File: src/rtl/jstk_pkg.sv
// Shared constants and helpers for the joystick decoder.
// Holds the FSM state encoding, the LED command prefix, the joystick
// centre value and the paddle reset position so the top level, the
// paddle integrator and any future SPI-side logic agree on them.
package jstk_pkg;

   // FSM state encoding
   localparam logic [1:0] ST_IDLE  = 2'd0;
   localparam logic [1:0] ST_TRIG  = 2'd1;
   localparam logic [1:0] ST_WAIT  = 2'd2;
   localparam logic [1:0] ST_LATCH = 2'd3;

   // The top bit of the first command byte is always set; the low two
   // bits carry the LED state.
   localparam logic [7:0] LED_CMD_PREFIX = 8'h80;

   // Axis value reported by a centred stick
   localparam logic [9:0] JOY_CENTRE = 10'd512;

   // Paddle position after reset and while the stick button is held
   localparam logic [8:0] PAD_RESET = 9'd210;

   // One decoded joystick frame
   typedef struct packed {
      logic [9:0] x;
      logic [9:0] y;
      logic [2:0] btn;
   } jstk_frame_t;

   // Pull X, Y and the buttons out of the 40-bit receive word. The
   // first byte on the wire lands in [39:32].
   function automatic jstk_frame_t decode_frame(input logic [39:0] rx);
      jstk_frame_t f;
      f.x   = {rx[25:24], rx[39:32]};
      f.y   = {rx[9:8],   rx[23:16]};
      f.btn = rx[2:0];
      return f;
   endfunction

   // Bits that a well-formed frame always drives to zero
   function automatic logic frame_malformed(input logic [39:0] rx);
      return (|rx[31:26]) | (|rx[15:10]) | (|rx[7:3]);
   endfunction

   // First command byte for a given LED state
   function automatic logic [7:0] led_command(input logic [1:0] leds);
      return LED_CMD_PREFIX | {6'b0, leds};
   endfunction

endpackage

File: src/rtl/joystick_decoder_paddle_integrator.sv
// Saturating paddle position integrator.
// Moves the paddle by PAD_STEP when the Y axis leaves the centre band,
// clamps the result to [0, PAD_MAX], and snaps to the centre position
// while the stick button is held. Updates only on step_en.
module paddle_integrator
   import jstk_pkg::*;
#(
   parameter int DEAD_ZONE = 64,
   parameter int PAD_MAX   = 420,
   parameter int PAD_STEP  = 4
) (
   input  logic       clk,
   input  logic       rst_n,
   input  logic [9:0] y,
   input  logic       step_en,
   input  logic       centre_force,
   output logic [8:0] pad_pos
);

   // Eleven bits of headroom so neither the add nor the band limits
   // can wrap before the clamp is applied.
   localparam logic [10:0] UP_LIMIT  = 11'(JOY_CENTRE) + 11'(DEAD_ZONE);
   localparam logic [10:0] LOW_LIMIT = 11'(JOY_CENTRE) - 11'(DEAD_ZONE);
   localparam logic [10:0] STEP_EXT  = 11'(PAD_STEP);
   localparam logic [10:0] MAX_EXT   = 11'(PAD_MAX);

   logic [8:0]  pad_pos_q;
   logic [8:0]  pad_pos_d;
   logic [10:0] y_ext;
   logic [10:0] pos_ext;
   logic [10:0] pos_up;
   logic [10:0] pos_down;
   logic [10:0] pos_next;

   assign y_ext   = {1'b0, y};
   assign pos_ext = {2'b0, pad_pos_q};

   // Work out the saturated candidate positions and pick the next one
   always_comb begin
      pos_up   = pos_ext + STEP_EXT;
      if (pos_up > MAX_EXT) begin
         pos_up = MAX_EXT;
      end

      if (pos_ext < STEP_EXT) begin
         pos_down = 11'd0;
      end else begin
         pos_down = pos_ext - STEP_EXT;
      end
      if (pos_down > MAX_EXT) begin
         pos_down = MAX_EXT;
      end

      pos_next = pos_ext;
      if (centre_force) begin
         pos_next = {2'b0, PAD_RESET};
      end else if (y_ext > UP_LIMIT) begin
         pos_next = pos_up;
      end else if (y_ext < LOW_LIMIT) begin
         pos_next = pos_down;
      end

      pad_pos_d = pad_pos_q;
      if (step_en) begin
         pad_pos_d = pos_next[8:0];
      end
   end

   // Paddle position register
   always_ff @(posedge clk or negedge rst_n) begin
      if (!rst_n) begin
         pad_pos_q <= PAD_RESET;
      end else begin
         pad_pos_q <= pad_pos_d;
      end
   end

   assign pad_pos = pad_pos_q;

endmodule

File: src/rtl/joystick_decoder.sv
// Joystick frame poller and decoder.
// Periodically asks the external SPI master for a 40-bit transfer,
// waits for it to finish, then checks and decodes the received frame
// into joystick axes, buttons and an integrated paddle position.
module joystick_decoder
   import jstk_pkg::*;
#(
   parameter int POLL_CYCLES = 1_000_000,
   parameter int XFER_CYCLES = 3000,
   parameter int DEAD_ZONE   = 64,
   parameter int PAD_MAX     = 420,
   parameter int PAD_STEP    = 4
) (
   input  logic        clk,
   input  logic        rst_n,
   output logic        spi_trigger,
   output logic [39:0] spi_tx,
   input  logic [39:0] spi_rx,
   input  logic [1:0]  leds,
   output logic [9:0]  joy_x,
   output logic [9:0]  joy_y,
   output logic [2:0]  buttons,
   output logic [8:0]  pad_pos,
   output logic        sample_valid,
   output logic        frame_err
);

   localparam logic [31:0] POLL_LAST = 32'(POLL_CYCLES - 1);
   localparam logic [31:0] XFER_LAST = 32'(XFER_CYCLES - 1);

   logic [1:0]  state_q, state_d;
   logic [31:0] cnt_q, cnt_d;
   logic [9:0]  joy_x_q, joy_x_d;
   logic [9:0]  joy_y_q, joy_y_d;
   logic [2:0]  buttons_q, buttons_d;
   logic        sample_valid_q, sample_valid_d;
   logic        frame_err_q, frame_err_d;

   jstk_frame_t frame;
   logic        in_latch;
   logic        bad_frame;
   logic        accept;

   // The command word only depends on the LED inputs, so the SPI master
   // can shift it out at any time without a handshake.
   assign spi_tx = {led_command(leds), 32'h0};

   // Sequencing: wait out the poll interval, fire one trigger, let the
   // transfer complete, then spend one cycle sampling the result.
   always_comb begin
      state_d = state_q;
      cnt_d   = cnt_q;
      case (state_q)
         ST_IDLE: begin
            if (cnt_q == POLL_LAST) begin
               state_d = ST_TRIG;
               cnt_d   = 32'd0;
            end else begin
               cnt_d = cnt_q + 32'd1;
            end
         end
         ST_TRIG: begin
            state_d = ST_WAIT;
            cnt_d   = 32'd0;
         end
         ST_WAIT: begin
            if (cnt_q == XFER_LAST) begin
               state_d = ST_LATCH;
               cnt_d   = 32'd0;
            end else begin
               cnt_d = cnt_q + 32'd1;
            end
         end
         default: begin
            state_d = ST_IDLE;
            cnt_d   = 32'd0;
         end
      endcase
   end

   // State and counter registers
   always_ff @(posedge clk or negedge rst_n) begin
      if (!rst_n) begin
         state_q <= ST_IDLE;
         cnt_q   <= 32'd0;
      end else begin
         state_q <= state_d;
         cnt_q   <= cnt_d;
      end
   end

   assign spi_trigger = (state_q == ST_TRIG);

   // spi_rx is only looked at during LATCH; outside it the decode
   // results are ignored by everything downstream.
   assign in_latch  = (state_q == ST_LATCH);
   assign frame     = decode_frame(spi_rx);
   assign bad_frame = frame_malformed(spi_rx);
   assign accept    = in_latch & ~bad_frame;

   // Output register updates: good frames refresh the outputs and pulse
   // sample_valid, bad frames only raise the sticky error flag.
   always_comb begin
      joy_x_d        = joy_x_q;
      joy_y_d        = joy_y_q;
      buttons_d      = buttons_q;
      sample_valid_d = accept;
      frame_err_d    = frame_err_q | (in_latch & bad_frame);
      if (accept) begin
         joy_x_d   = frame.x;
         joy_y_d   = frame.y;
         buttons_d = frame.btn;
      end
   end

   // Output registers
   always_ff @(posedge clk or negedge rst_n) begin
      if (!rst_n) begin
         joy_x_q        <= JOY_CENTRE;
         joy_y_q        <= JOY_CENTRE;
         buttons_q      <= 3'b000;
         sample_valid_q <= 1'b0;
         frame_err_q    <= 1'b0;
      end else begin
         joy_x_q        <= joy_x_d;
         joy_y_q        <= joy_y_d;
         buttons_q      <= buttons_d;
         sample_valid_q <= sample_valid_d;
         frame_err_q    <= frame_err_d;
      end
   end

   // The paddle steps on the same edge that raises sample_valid
   paddle_integrator #(
      .DEAD_ZONE (DEAD_ZONE),
      .PAD_MAX   (PAD_MAX),
      .PAD_STEP  (PAD_STEP)
   ) u_paddle (
      .clk          (clk),
      .rst_n        (rst_n),
      .y            (frame.y),
      .step_en      (accept),
      .centre_force (frame.btn[0]),
      .pad_pos      (pad_pos)
   );

   assign joy_x        = joy_x_q;
   assign joy_y        = joy_y_q;
   assign buttons      = buttons_q;
   assign sample_valid = sample_valid_q;
   assign frame_err    = frame_err_q;

endmodule
File: config.mk
export PLATFORM = sky130hd
export DESIGN_NAME = joystick_decoder
export DESIGN_NICKNAME = d
export VERILOG_FILES = /design/src/rtl/jstk_pkg.sv /design/src/rtl/joystick_decoder_paddle_integrator.sv /design/src/rtl/joystick_decoder.sv
export SDC_FILE = /design/constraint.sdc
export NUM_CORES = 1
export LEC_CHECK = 0
export ABC_AREA = 1
export CAP_MARGIN = 20
export CORE_MARGIN = 3
export CORE_UTILIZATION = 46
export CTS_BUF_LIST = sky130_fd_sc_hd__clkbuf_4
export DETAILED_ROUTE_END_ITERATION = 10
export GPL_TIMING_DRIVEN = 0
export PLACE_DENSITY = 0.79
export RECOVER_POWER = 100
export SLEW_MARGIN = 10
export SYNTH_ARGS = -nofsm -noshare
export SYNTH_HDL_FRONTEND = slang
export SYNTH_HIERARCHICAL = 1
export SYNTH_SLANG_ARGS = --single-unit
File: constraint.sdc
create_clock -name clk -period 1.5 [get_ports clk]
set_input_delay 0.225 -clock clk [delete_from_list [all_inputs] [get_ports clk]]
set_output_delay 0.225 -clock clk [all_outputs]
set_load 0.005 [all_outputs]
* Yosys cells after proc, flatten, opt, wreduce, memory -nomap -nowiden
Index checks and enable logic that the tools add are counted.
** Storage, ports and cells
- Register bits :: 68
- Input port bits :: 44
- Output and inout bits :: 75
- Word-level logic and storage cells :: 48
** Operators by class
- $add $sub $neg :: 3
- Order comparisons :: 5
- Equal/unequal tests :: 7
- Multiplexer cells :: 12
- Bitwise gates (word level) :: 6
- Reductions and logical operators :: 7
** Operator list (count)
- two-way mux 32 bit :: 2
- case mux 32 bit (2 select lines) :: 1
- two-way mux 9 bit :: 5
- adder 32 x 1 -> 32 bit, second input constant :: 1
- equality test 32 x 12 -> 1 bit, second input constant :: 1
- equality test 32 x 20 -> 1 bit, second input constant :: 1
- OR reduction 6 bit :: 2
- > comparator 11 x 9 -> 1 bit, second input constant :: 1
- two-way mux 11 bit :: 1
- adder 9 x 3 -> 10 bit, second input constant :: 1
- > comparator 10 bit, second input constant :: 1
- > comparator 10 x 9 -> 1 bit, second input constant :: 1
- less-than comparator 10 x 9 -> 1 bit, second input constant :: 1
- subtractor 9 x 3 -> 10 bit, second input constant :: 1
- less-than comparator 9 x 3 -> 1 bit, second input constant :: 1
- case mux 2 bit (3 select lines) :: 1
- OR reduction 5 bit :: 1
- equality test 2 bit, second input constant :: 2
- two-way mux 2 bit :: 2
- != test 2 bit, second input constant :: 2
- AND reduction 2 bit :: 2
- OR 1 bit :: 3
- nonzero test 3 bit :: 1
- bitwise AND 1 bit :: 2
- 3 further kinds :: 3

* Depth between registers and ports, before layout
- Depth in word-level cells :: 7
- Depth in mapped cells :: 15
- Depth with buffers taken out :: 15

* Hierarchy
The synthesis kept the hierarchy.
** By module, submodules not included
- joystick_decoder :: times used 1, cells each 467, area each 3452.1 µm², sequential area each 1478.9 µm²
- paddle_integrator :: times used 1, cells each 187, area each 1128.6 µm², sequential area each 230.2 µm²

* Worst setup path before layout
No wires, ideal clock.
- Path type :: reg-to-reg
- Start point :: register u_paddle.pad_pos_q[2] (netlist: u_paddle/pad_pos[2])
- End point :: register u_paddle.pad_pos_q[1] (netlist: u_paddle/pad_pos[1])
- Library setup time :: 75 ps
- Arrival :: 1567 ps
- Required time :: 1425 ps
- Path slack :: -142 ps
- Cell stages (with the launch flop) :: 13
- Path buffers :: 0
- Clock period less this slack :: 1642 ps
- Cells stage by stage :: dfrtp_1 inv_2 ha_1 nand3_2 nor2_2 nand2_2 inv_2 nor3_4 nand2_2 nand2_1 nand2_1 nand2_1 nand2_1
** Between the ends
- Word-level cells in the longest chain between the ends :: 7
- Elaborated cells on any way between the ends :: 11
- Those cells by class :: 2 x add/sub; 3 x order compare; 6 x mux
** RTL lines
- start: declaration :: RTL line joystick_decoder_paddle_integrator.sv:27 : logic [8:0] pad_pos_q;
- start signal: assignment :: RTL line joystick_decoder_paddle_integrator.sv:74 : pad_pos_q <= pad_pos_d;
- subtractor 9 x 3 -> 10 bit or less-than comparator 9 x 3 -> 1 bit (tied branches) :: RTL line joystick_decoder_paddle_integrator.sv:48, joystick_decoder_paddle_integrator.sv:45
- two-way mux 11 bit :: RTL line joystick_decoder_paddle_integrator.sv:45 : if (pos_ext < STEP_EXT) begin
- > comparator 11 x 9 -> 1 bit :: RTL line joystick_decoder_paddle_integrator.sv:50 : if (pos_down > MAX_EXT) begin
- two-way mux 9 bit :: RTL line joystick_decoder_paddle_integrator.sv:50
- two-way mux 9 bit :: RTL line joystick_decoder_paddle_integrator.sv:59 : end else if (y_ext < LOW_LIMIT) begin
- two-way mux 9 bit * :: RTL line joystick_decoder_paddle_integrator.sv:57 : end else if (y_ext > UP_LIMIT) begin
- two-way mux 9 bit * :: RTL line joystick_decoder_paddle_integrator.sv:55 : if (centre_force) begin
Mark *: on every way between the ends. The rest lies on a longest branch, timed or not. The select of a mux whose other input is x is not followed.
A chain may end at the register's enable or synchronous reset.

* Worst setup path in the final report
- Start point :: register u_paddle.pad_pos_q[4] (netlist: u_paddle/pad_pos[4])
- End point :: register u_paddle.pad_pos_q[3] (netlist: u_paddle/pad_pos[3])
The elaborated chain is that of the path after synthesis.

==> run_results.csv <==
group,metric,value,unit
synth,synthDistinctLibCells,37,
critical_path,worst_ep_required_time,1.83,ns
die,core_area,9460,um^2
worst_hold_path,launch_point_of_the_worst_hold_path,"spi_rx[6]",
pwr,vdd_drop_max,0.406,mV
critical_path,crit_arrival,2.28,ns
synth,synth_ff_type,"dfrtp_1",
routing,drc_errors,0,
global_routing,global_route_wire_length_before_repair,20500,um
pwr,power_frac_clock,0.420,
synth,synthCells,654,
sta,final_hold_viol_count,0,
cts,clock_buffer_depth,2,
final_layout,layout-drive-gt1-share,0.338,
pwr,totalPowerFinal,0.00374,W
final_layout,core_util_final,0.739,
critical_path,r2r_setup_slack,-0.45,ns
sta,max_slew.worst_pin.slew,0.680,ns
cts,clk_pin_slew_worst_paths,0.13,ns
routing,drt-total-wl,16200,um
final_layout,finalNetCount,896,
sta,max_slew_violation_count,0,
synth,ys_top_cells_by_count,"nand2_1, nor2_1, dfrtp_1",
die,die_x,106,um
routing,routed_via_density,5.47,
cts,worstSkewPairLatency,0.44,ns
global_routing,total_grt_usage,0.223,
cts,clock_tree.root_cell,"clkbuf_4",
pwr,p_switching,0.000878,W
synth,yosys-top-cells-area,"dfrtp_1, nand2_1, nor2_1",
synth,seq_area_frac_synth,0.373,
worst_hold_path,worst_hold_class,"input port to register",
routing,first_pass_iters,5,
critical_path,critical_path.slowest_cell,"dfstp_2",
routing,detail-route-antenna-nets,0,
placed_design,place.gp.congestion,1.01,
routing,detail_route.iter0.violations,653,
die,die_height,106,um
worst_hold_path,worstHoldPathCells,5,
sta,grt_setup_unrepaired,"yes",
sta,final.period_utilization,1.30,
critical_path,crit_fanout,7,
critical_path,cp_slowest_stage_delay,0.56,ns
die,std_cell_rows,35,
job,max_cap_violations,0,
die,die-area,11200,um^2
routing,vias,5353,
placed_design,dp_hpwl,8410,um
global_routing,grt_start_max_net_pins,44,
critical_path,worstSetupPathType,"register to register",
critical_path,critPathTopFamily,"simple AND/OR/NAND/NOR gates",
critical_path,timing.critical_path.mode_cell,"nand2_1",
cts,numCtsBuffers,9,
critical_path,setup.worst_path.end_class,"register",
pwr,p_leak,3.63,nW
global_routing,grt.overflow.total,0,
critical_path,crit_path_start_kind,"register",
pwr,p_int,0.00286,W
sta,final.setup.worst_slack,-0.450,ns
pwr,comb_power_share,0.090,
synth,synth_enable_flop_cells,0,
die,floorplan.io_pins,119,
worst_hold_path,min_delay_worst_endpoint,"frame_err$_DFF_PN0_",
die,start_util,0.484,
pwr,power_density,534,nW/um^2
sta,clock_skew,0.0276,ns
critical_path,path_cells,"buf_8 -> buf_12 -> nor2_4 -> nand2_2 -> nand2_1 -> nand2_1 -> nand2_1 -> nand2_1 -> nand2_2 -> nand2_4 -> nand2_2 -> nand2_1 -> nand2_1 -> nand2_1 -> nand2_1",
global_routing,grt_pass1_vias,4701,
run_status,failed_checks,"setup timing",
critical_path,r2r_end,"u_paddle/pad_pos[3]$_DFFE_PN0P_",
sta,timing.max_slew.rel_slack,0.547,
synth,post_synth.cell_area_avg,7.00,um^2
run_status,outcome,"complete, but fails checks",
cts,cts_tree,"done",
final_layout,synthToLayoutAreaGrowth,52.6,%
cts,clock_tree_sinks,68,
synth,yosysTopAreaCellShare,0.339,
critical_path,worst_r2r_path_depth,15,
synth,synth_async_sr_flop_share,1.00,
critical_path,crit-reg2reg-launch,"u_paddle/pad_pos[4]$_DFFE_PN1P_",
placed_design,io_buffers,78,
synth,synth_top_area_cell,"dfrtp_1",
synth,synth_area,4580,um^2
pwr,sequentialPowerShare,0.491,
cts,htree_num_levels,3,
synth,yosys.cell_count.top_type,"nand2_1",
pwr,netSwitchingFraction,0.235,
synth,yosys_warnings,6,
sta,period_needed,1.95,ns
routing,wl_per_cell,16.6,um
global_routing,initial_antenna_violation_count,1,
sta,finalSetupViolCount,64,
critical_path,cp.buffers_inverters,2,
sta,highest_clock_rate,513,MHz
synth,synth-seq-cells,68,
-- state kept, by name, summed over array words and instances (netlist names) --
| name | cells |
|---|---|
| u_paddle/pad_pos | 9 |
| sample_valid | 1 |
| frame_err | 1 |
| buttons | 3 |
| joy_y | 10 |
| joy_x | 10 |
| cnt_q | 32 |
| state_q | 2 |
-- worst register-to-register path, stage by stage (launching register included) --
cell     delay (ns)
dfstp_2        0.56
buf_8          0.14
buf_12         0.11
nor2_4         0.04
nand2_2        0.06
nand2_1        0.07
nand2_1        0.13
nand2_1        0.07
nand2_1        0.08
nand2_2        0.07
nand2_4        0.12
nand2_2        0.07
nand2_1        0.08
nand2_1        0.08
nand2_1        0.09
nand2_1        0.07
-- cells by family (layout without fill, tap and decap cells) --
logic type / Yosys count / in the layout / share of synthesized area
DFF: 68 / 68 / 0.373
adders and majority gates: 8 / 8 / 0.0219
AOI/OAI and AO/OA: 36 / 36 / 0.0421
xor gates and xnor gates: 20 / 20 / 0.0382
other: 2 / 39 / 0.00164
buffers and inverters: 123 / 282 / 0.145
and+or+nand+nor: 397 / 397 / 0.378
-- timing repair --
action	4_1_cts	5_1_grt
setup endpoints to repair	76	48
gates resized for setup	96	126
cloned	1	3
buffers inserted	40	20
pin swaps	26	61
endpoints found under the hold margin	23	0
hold buffers	1	0
-- power by group through the flow --
stage                     Combinational [W]  Clock [W]  Sequential (W)
after floorplan                    0.000145          0         0.00187
after global placement             0.000308          0         0.00187
after detailed placement           0.000319          0         0.00187
after CTS                          0.000326    0.00154         0.00183
after global routing               0.000365    0.00167         0.00183
final                              0.000335    0.00157         0.00183
-- worst max-delay path by stage --
| stage | startpoint | endpoint | slack (ns) | cells after the start |
|---|---|---|---|---|
| floorplan | spi_rx[6] | u_paddle/pad_pos[4]$_DFFE_PN1P_ | -0.03 | 10 |
| global placement | rst_n | u_paddle/pad_pos[2]$_DFFE_PN0P_ | -2.29 | 1 |
| detailed placement | spi_rx[6] | u_paddle/pad_pos[6]$_DFFE_PN1P_ | -0.69 | 11 |
| CTS | u_paddle/pad_pos[4]$_DFFE_PN1P_ | u_paddle/pad_pos[1]$_DFFE_PN1P_ | -0.16 | 12 |
| global route | u_paddle/pad_pos[4]$_DFFE_PN1P_ | u_paddle/pad_pos[3]$_DFFE_PN0P_ | -0.53 | 15 |
| finish | u_paddle/pad_pos[4]$_DFFE_PN1P_ | u_paddle/pad_pos[3]$_DFFE_PN0P_ | -0.45 | 15 |
-- final cells by class --
| type | instances | area, um^2 |
|---|---|---|
| antenna | 1 | 2.50 |
| buffer | 52 | 435 |
| clock buffer | 9 | 67.6 |
| clock inverter | 7 | 115 |
| fill | 667 | 2470 |
| inverter | 71 | 284 |
| multi-input combinational | 499 | 2900 |
| sequential | 68 | 1710 |
| tap | 129 | 161 |
| timing repair buffer | 143 | 1310 |
-- cell usage in the layout, fill, tap and decap left out, drive strengths merged --
cell type	n
o21ai	8
ha	8
and2	1
nand4	7
nor3	10
diode	1
dfstp	6
xor2	17
a21boi	1
nand2	237
conb	38
dlygate4sd3	3
dfrtp	62
xnor2	3
clkinv	5
bufinv	3
nor4	1
inv	70
dlygate4sd2	32
clkbuf	11
nand3	36
nor2	102
clkdlybuf4s50	38
dlymetal6s2s	2
or2	2
and3	1
a21o	1
buf	117
a21oi	26
clkdlybuf4s25	1
-- metrics by stage --
stage / std cells / setup WS [ns] / TNS (ns) / hold WS, ns / cell area [um^2]
global route: 979 / -0.527 / -13.68 / 0.260 / 6990
global placement: 897 / -2.29 / -149.61 / 0.450 / 5690
CTS: 956 / -0.162 / -1.21 / 0.238 / 6390
floorplan: 690 / -0.0259 / -0.0612 / -0.0706 / 4750
detailed placement: 898 / -0.689 / -16.76 / 0.168 / 5710
finish: 979 / -0.450 / -9.38 / 0.235 / 6990
-- layer usage --
metal	vias to the layer above	track usage	wire length, um
li1	2314	-	-
met1	2436	0.257	5750
met2	473	0.388	7520
met3	130	0.0618	1890
met4	0	0.0944	1050
met5	-	0	0
Note: power is estimated with default switching activity, not from simulation.
==> RTL change 1 (same flow settings) <==
Add an input register stage for `leds`, cleared by the reset; this delays it by one clock. The other inputs are not delayed to match.
--- a/src/rtl/joystick_decoder.sv
+++ b/src/rtl/joystick_decoder.sv
@@ -28,6 +28,16 @@
    localparam logic [31:0] POLL_LAST = 32'(POLL_CYCLES - 1);
    localparam logic [31:0] XFER_LAST = 32'(XFER_CYCLES - 1);
 
+   logic [1:0] leds_q;
+
+   always_ff @(posedge clk or negedge rst_n) begin
+      if (!rst_n) begin
+         leds_q <= '0;
+      end else begin
+         leds_q <= leds;
+      end
+   end
+
    logic [1:0]  state_q, state_d;
    logic [31:0] cnt_q, cnt_d;
    logic [9:0]  joy_x_q, joy_x_d;
@@ -43,7 +53,7 @@
 
    // The command word only depends on the LED inputs, so the SPI master
    // can shift it out at any time without a handshake.
-   assign spi_tx = {led_command(leds), 32'h0};
+   assign spi_tx = {led_command(leds_q), 32'h0};
 
    // Sequencing: wait out the poll interval, fire one trigger, let the
    // transfer complete, then spend one cycle sampling the result.
Function: changed (Yosys sat finds a counterexample within 4 cycles, from zero or initial values and one cycle with rst_n low).
==> RTL change 1 against the original RTL <==
The flow still finishes with violations (setup timing). Wire length fell by 12%. Global-route usage increased by 0.47 points. Sequential cell count up 2. Sequential power increased by 3%. Area after synthesis fell by 0.57%. Combinational power is 5% lower. Worst hold slack better by 0.070 ns. Total power down 3.4%. Final area fell by 2.0%. Setup slack improved by 0.15 ns. Largest cell class unchanged. Largest power group unchanged.
==> RTL change 1: results (changes against the original RTL) <==
| Metric | Value |
|---|---|
| Seq/Total Area, Yosys | `38.6% (+1.3 points)` |
| CTS Buffer Depth | `2 (unchanged)` |
| Pleak | `3.52 nW (-2.9%)` |
| Placer Congestion | `0.928 (-8.1%)` |
| Status | `finished, violations left` |
| DRT iter0 DRCs | `423 (-35%)` |
| Number of synthesized flops with an enable pin | `0 (unchanged)` |
| Worst setup EP type | `register` |
| YS warnings | `6 (unchanged)` |
| Max reg flops | `32 (unchanged)` |
| Ys flop type | `dfrtp_1` |
| Initial antenna violation count | `0 (-1)` |
| Number of global-route vias before repair | `4408 (-6.2%)` |
| Slew Viols, Final | `0 (unchanged)` |
| Share of cells above drive strength 1 | `30.9% (-2.9 points)` |
| Post-synth top cells | `nand2_1, nor2_1, dfrtp_1` |
| Tot GR Track Use | `22.8% (+0.47 points)` |
| Top delay family on crit path | `simple AND/OR/NAND/NOR gates` |
| Pin count of the biggest net entering global routing | `48 (+9.1%)` |
| Drt via density | `5.03 (-8.0%)` |
| # nets final | `883 (-1.5%)` |
| Netlist cell types | `35 (-5.4%)` |
| Worst reg-to-reg path cell count | `10 (-5)` |
| I/O Buffers | `80 (+2.6%)` |
| Clock Pin Slew Worst Setup and Hold Paths | `0.13 ns (about the same)` |
| Max Clock Skew | `0.0146 ns (-0.0130 ns)` |
| RR Endpoint | `cnt_q[17]` |
| DR pass1 iterations | `7 (+2)` |
| Worst Setup SP | `cnt_q[22]` |
| # diodes | `0 (-1)` |
| Asr flop ratio synth | `100% (unchanged)` |
| Grt met1 use | `28.5% (+2.8 points)` |
| CTS Buf Count | `9 (unchanged)` |
| VDD IR max | `0.469 mV (+15%)` |
| Final setup vio count | `58 (-9.4%)` |
| Met2 Track Usage GR | `38.8% (-0.046 points)` |
| Worst Tran Pin Value | `0.698 ns (+0.0176 ns)` |
| Dpl hpwl | `8830 microns (+5.0%)` |
| Area contributors post-synth | `dfrtp_1, nand2_1, nor2_1` |
| CP max FO | `7 (unchanged)` |
| Critical path's largest stage delay | `0.41 ns (-0.15 ns)` |
| Met3 Use GR | `5.14% (-1.0 points)` |
| H-tree depth | `3 (unchanged)` |
| Worst setup margin | `-0.300 ns (+0.149 ns)` |
| CP max stage cell | `dfrtp_1` |
| First-pass GRT wire length | `20800 microns (+1.3%)` |
| Worst skew pair latency | `0.42 ns (-0.02 ns)` |
| CP arrival | `2.12 ns (-0.16 ns)` |
| Placement Cell Area | `0.00570 sq mm (about the same)` |
| Clock Tree Root | `clkbuf_4` |
| Largest register by flop count | `cnt_q` |
| Worst Hold Class | `in -> reg` |
| Routed wire length | `14200 microns (-12%)` |
| Violated checks | `setup timing` |
| Final TNS setup | `-7.70 ns (+1.67 ns)` |
RTL change 1: cell families after synthesis:
kind of cell | count (synthesis) | share of synthesized area (%)
flip-flops | 70 | 38.6
XOR/XNOR | 20 | 3.85
buffers and inverters | 118 | 14.0
AO/OA/AOI/OAI | 34 | 3.98
other | 2 | 0.165
AND/OR/NAND/NOR | 397 | 37.2
adder cells (fa/ha/maj) | 8 | 2.20
RTL change 1: power by group:
group          leakage (nW)  switching [mW]  internal, mW
registers             0.922        0.000535          1.89
logic                  2.52           0.137         0.183
clock network        0.0794           0.735         0.664
RTL change 1: through the flow:
stage / util (%) / total power [mW] / hold slack [ns] / setup slack, ns / instances
after global routing: 72.7 / 3.74 / 0.303 / -0.345 / 965
after floorplan: - / 2.06 / -0.0706 / -0.00994 / 685
final: 72.7 / 3.61 / 0.304 / -0.300 / 965
after CTS: 67.0 / 3.61 / 0.218 / -0.205 / 945
after detailed placement: 60.6 / 2.24 / 0.161 / -0.741 / 895
after global placement: 60.3 / 2.23 / 0.446 / -2.20 / 894
RTL change 1: worst min path at each step:
stage | startpoint | to | slack (ns) | cells past startpoint
2_1_floorplan | rst_n | buttons[0] | -0.07 | 0
6_report | spi_rx[25] | joy_x[9] | 0.30 | 3
3_5_place_dp | rst_n | u_paddle/pad_pos[8] | 0.16 | 1
5_1_grt | spi_rx[36] | joy_x[4] | 0.30 | 3
4_1_cts | leds[0] | leds_q[0] | 0.22 | 1
3_3_place_gp | frame_err | frame_err | 0.45 | 1
RTL change 1: layout make-up:
class	instances	area, sq um
clock inverter	7	88.8
sequential	70	1770
timing repair buffer	136	1280
multi-input combinational	497	2800
inverter	67	272
tap	129	161
fill	700	2570
buffer	50	410
clock buffer	9	67.6
RTL change 1: repair_timing:
item | 4_1_cts | 5_1_grt
buffers inserted | 33 | 18
pin swaps | 30 | 46
endpoints found under the setup margin | 77 | 61
endpoints found under the hold margin | 23 | 0
gates cloned | 1 | 2
hold buffers | 1 | 0
gates resized for setup | 99 | 108
RTL change 1: worst reg2reg max path, cell delays in order, from the launching register on:
cell     delay [ns]
dfrtp_1        0.41
inv_1          0.17
nand2_1        0.07
nor2_1         0.17
nand2_1        0.10
nor2_1         0.15
nand2_1        0.12
nand2_2        0.15
buf_6          0.15
buf_12         0.14
a21oi_2        0.07
RTL change 1: metal layers:
metal  wire length (microns)  share of wire [%]  up-vias
met3                    1070                7.5       44
li1                        -                  -     2279
met2                    7130                 50      267
met5                       0                  0        -
met4                     431                3.0        0
met1                    5570                 39     2264
==> RTL change 2 (same settings) <==
Made on the original files. `POLL_CYCLES`: 1_000_000 -> 500_000.
--- a/src/rtl/joystick_decoder.sv
+++ b/src/rtl/joystick_decoder.sv
@@ -5,7 +5,7 @@
 module joystick_decoder
    import jstk_pkg::*;
 #(
-   parameter int POLL_CYCLES = 1_000_000,
+   parameter int POLL_CYCLES = 500_000,
    parameter int XFER_CYCLES = 3000,
    parameter int DEAD_ZONE   = 64,
    parameter int PAD_MAX     = 420,
Check against the original RTL: same outputs for any inputs over 10 cycles, from zero or initial values and one cycle with rst_n low; that may be too few to reach the edited logic, so the function may still have changed.
==> RTL change 2 against the original RTL <==
The run still ends with setup timing left. Synthesized cell count rose by 3.5%. Final area fell by 4.7%. Total power fell by 15%. Setup slack better by 0.21 ns. Sequential cell count did not move. Final cell count is 1.7% higher. Non-clock buffer count down 8. Wire length decreased by 15%. Area after synthesis is 0.68% higher. Critical path type unchanged.
==> RTL change 2: results (changes against the original RTL) <==
| Metric | Value |
|---|---|
| Status | `finished, violations left` |
| Violated checks | `setup timing` |
| Largest register by flop count | `cnt_q` |
| Clock Tree Root | `clkbuf_4` |
| VDD IR max | `0.362 mV (-11%)` |
| I/O Buffers | `78 (unchanged)` |
| Number of synthesized flops with an enable pin | `0 (unchanged)` |
| Seq/Total Area, Yosys | `37.1% (-0.25 points)` |
| Relative slew margins | `29.3% (-25 points)` |
| Worst reg-to-reg path cell count | `10 (-5)` |
| Placer Congestion | `0.910 (-9.8%)` |
| Share of cells above drive strength 1 | `30.0% (-3.8 points)` |
| Dpl hpwl | `8970 microns (+6.6%)` |
| CP arrival | `2.08 ns (-0.20 ns)` |
| RR Endpoint | `u_paddle/pad_pos[6]` |
| # diodes | `0 (-1)` |
| Post-synth top cells | `nand2_1, nor2_1, inv_1` |
| Worst skew pair latency | `0.42 ns (-0.02 ns)` |
| H-tree depth | `3 (unchanged)` |
| Reg2reg start | `u_paddle/pad_pos[3]` |
| Number of global-route vias before repair | `4572 (-2.7%)` |
| Worst setup margin | `-0.236 ns (+0.214 ns)` |
| Vias | `4823 (-9.9%)` |
| Setup Crit Path Kind | `reg -> reg` |
| Wire length per cell | `13.8 microns (-17%)` |
| First-pass GRT wire length | `21000 microns (+2.5%)` |
| Pleak | `3.54 nW (-2.4%)` |
| Area contributors post-synth | `dfrtp_1, nand2_1, nor2_1` |
| Max_cap viols | `0 (unchanged)` |
| # nets final | `913 (+1.9%)` |
| CTS Buffer Depth | `2 (unchanged)` |
| Max Clock Skew | `0.0252 ns (-0.00241 ns)` |
| Max reg flops | `32 (unchanged)` |
| Asr flop ratio synth | `100% (unchanged)` |
| # DRC | `0 (unchanged)` |
| Final setup vio count | `52 (-19%)` |
| Tot GR Track Use | `22.8% (+0.50 points)` |
| Most numerous cell in the Yosys netlist | `nand2_1` |
| CP max FO | `5 (-2)` |
| Setup WS pre-CTS | `-0.655 ns (+0.0344 ns)` |
| DR pass1 iterations | `5 (unchanged)` |
| Netlist cell types | `40 (+8.1%)` |
| Initial antenna violation count | `0 (-1)` |
| Pin count of the biggest net entering global routing | `53 (+20%)` |
| YS warnings | `6 (unchanged)` |
| DRT iter0 DRCs | `313 (-52%)` |
| Ys flop type | `dfrtp_1` |
| Placement Cell Area | `0.00576 sq mm (+0.86%)` |
| CTS Buf Count | `9 (unchanged)` |
-- RTL change 2: report_power, final --
group | switching [mW] | leakage [nW] | internal (mW) | total (mW)
logic | 0.141 | 2.58 | 0.190 | 0.331
clock network | 0.656 | 0.0608 | 0.355 | 1.01
registers | 0 | 0.899 | 1.83 | 1.83
total | 0.798 | 3.54 | 2.38 | 3.18
-- RTL change 2: area by class of cell --
type | instances | area [sq um]
fillers | 778 | 2840
multi-input cells | 516 | 2730
flip-flops and latches | 68 | 1720
repair buffers | 138 | 1230
plain buffers | 49 | 398
inverters | 80 | 320
well taps | 129 | 161
clock buffers | 11 | 82.6
clock inverters | 5 | 20.0
-- RTL change 2: critical path: stages (launching register included) --
cell and delay [ns]:
dfrtp_2 0.48, buf_4 0.16, nor2_4 0.11, nand3_2 0.10, nand2_2 0.09, inv_2 0.06
nor3_4 0.29, buf_4 0.17, a21oi_2 0.05, nor2_1 0.08, nor2_1 0.05
-- RTL change 2: how the worst min path moves through the flow --
stage	from	endpoint	slack [ns]	cells past startpoint
after floorplan	rst_n	buttons[0]	-0.07	0
after global placement	frame_err	frame_err	0.44	1
after detailed placement	rst_n	cnt_q[12]	0.12	1
after CTS	rst_n	cnt_q[16]	0.21	2
after global routing	spi_rx[25]	joy_x[9]	0.28	3
final	spi_rx[25]	joy_x[9]	0.32	3
-- RTL change 2: cell families (layout without fill, tap and decap cells) --
| family | count (synthesis) | count (layout) | synth area share (%) |
|---|---|---|---|
| AOI/OAI and AO/OA | 23 | 23 | 2.71 |
| xor gates and xnor gates | 12 | 12 | 2.28 |
| adders and majority gates | 7 | 7 | 1.90 |
| buffers and inverters | 129 | 283 | 14.9 |
| DFF | 68 | 68 | 37.1 |
| other | 2 | 38 | 0.163 |
| and+or+nand+nor | 436 | 436 | 41.0 |
-- RTL change 2: layer usage --
| layer | track usage, % | wire, microns |
|---|---|---|
| met5 | 0 | 0 |
| met4 | 5.00 | 316 |
| met3 | 6.38 | 1080 |
| met2 | 39.9 | 7100 |
| met1 | 28.1 | 5260 |
-- RTL change 2: stage by stage --
stage / TNS [ns] / instances / util, % / hold WS [ns] / total power, mW
2_1_floorplan: -0.0127 / 713 / - / -0.0706 / 2.01
3_3_place_gp: -157.10 / 920 / 60.3 / 0.440 / 2.18
3_5_place_dp: -17.98 / 921 / 60.6 / 0.117 / 2.19
4_1_cts: -1.30 / 975 / 65.5 / 0.207 / 3.19
5_1_grt: -11.93 / 996 / 70.1 / 0.285 / 3.31
6_report: -4.76 / 996 / 70.1 / 0.315 / 3.18
-- RTL change 2: repair_timing --
item | in CTS | in global routing
endpoints found under the hold margin | 57 | 0
cloned | 1 | 0
gates resized for setup | 74 | 99
setup buffers | 36 | 22
hold buffers | 1 | 0
setup endpoints to repair | 73 | 54
pin swaps | 20 | 23
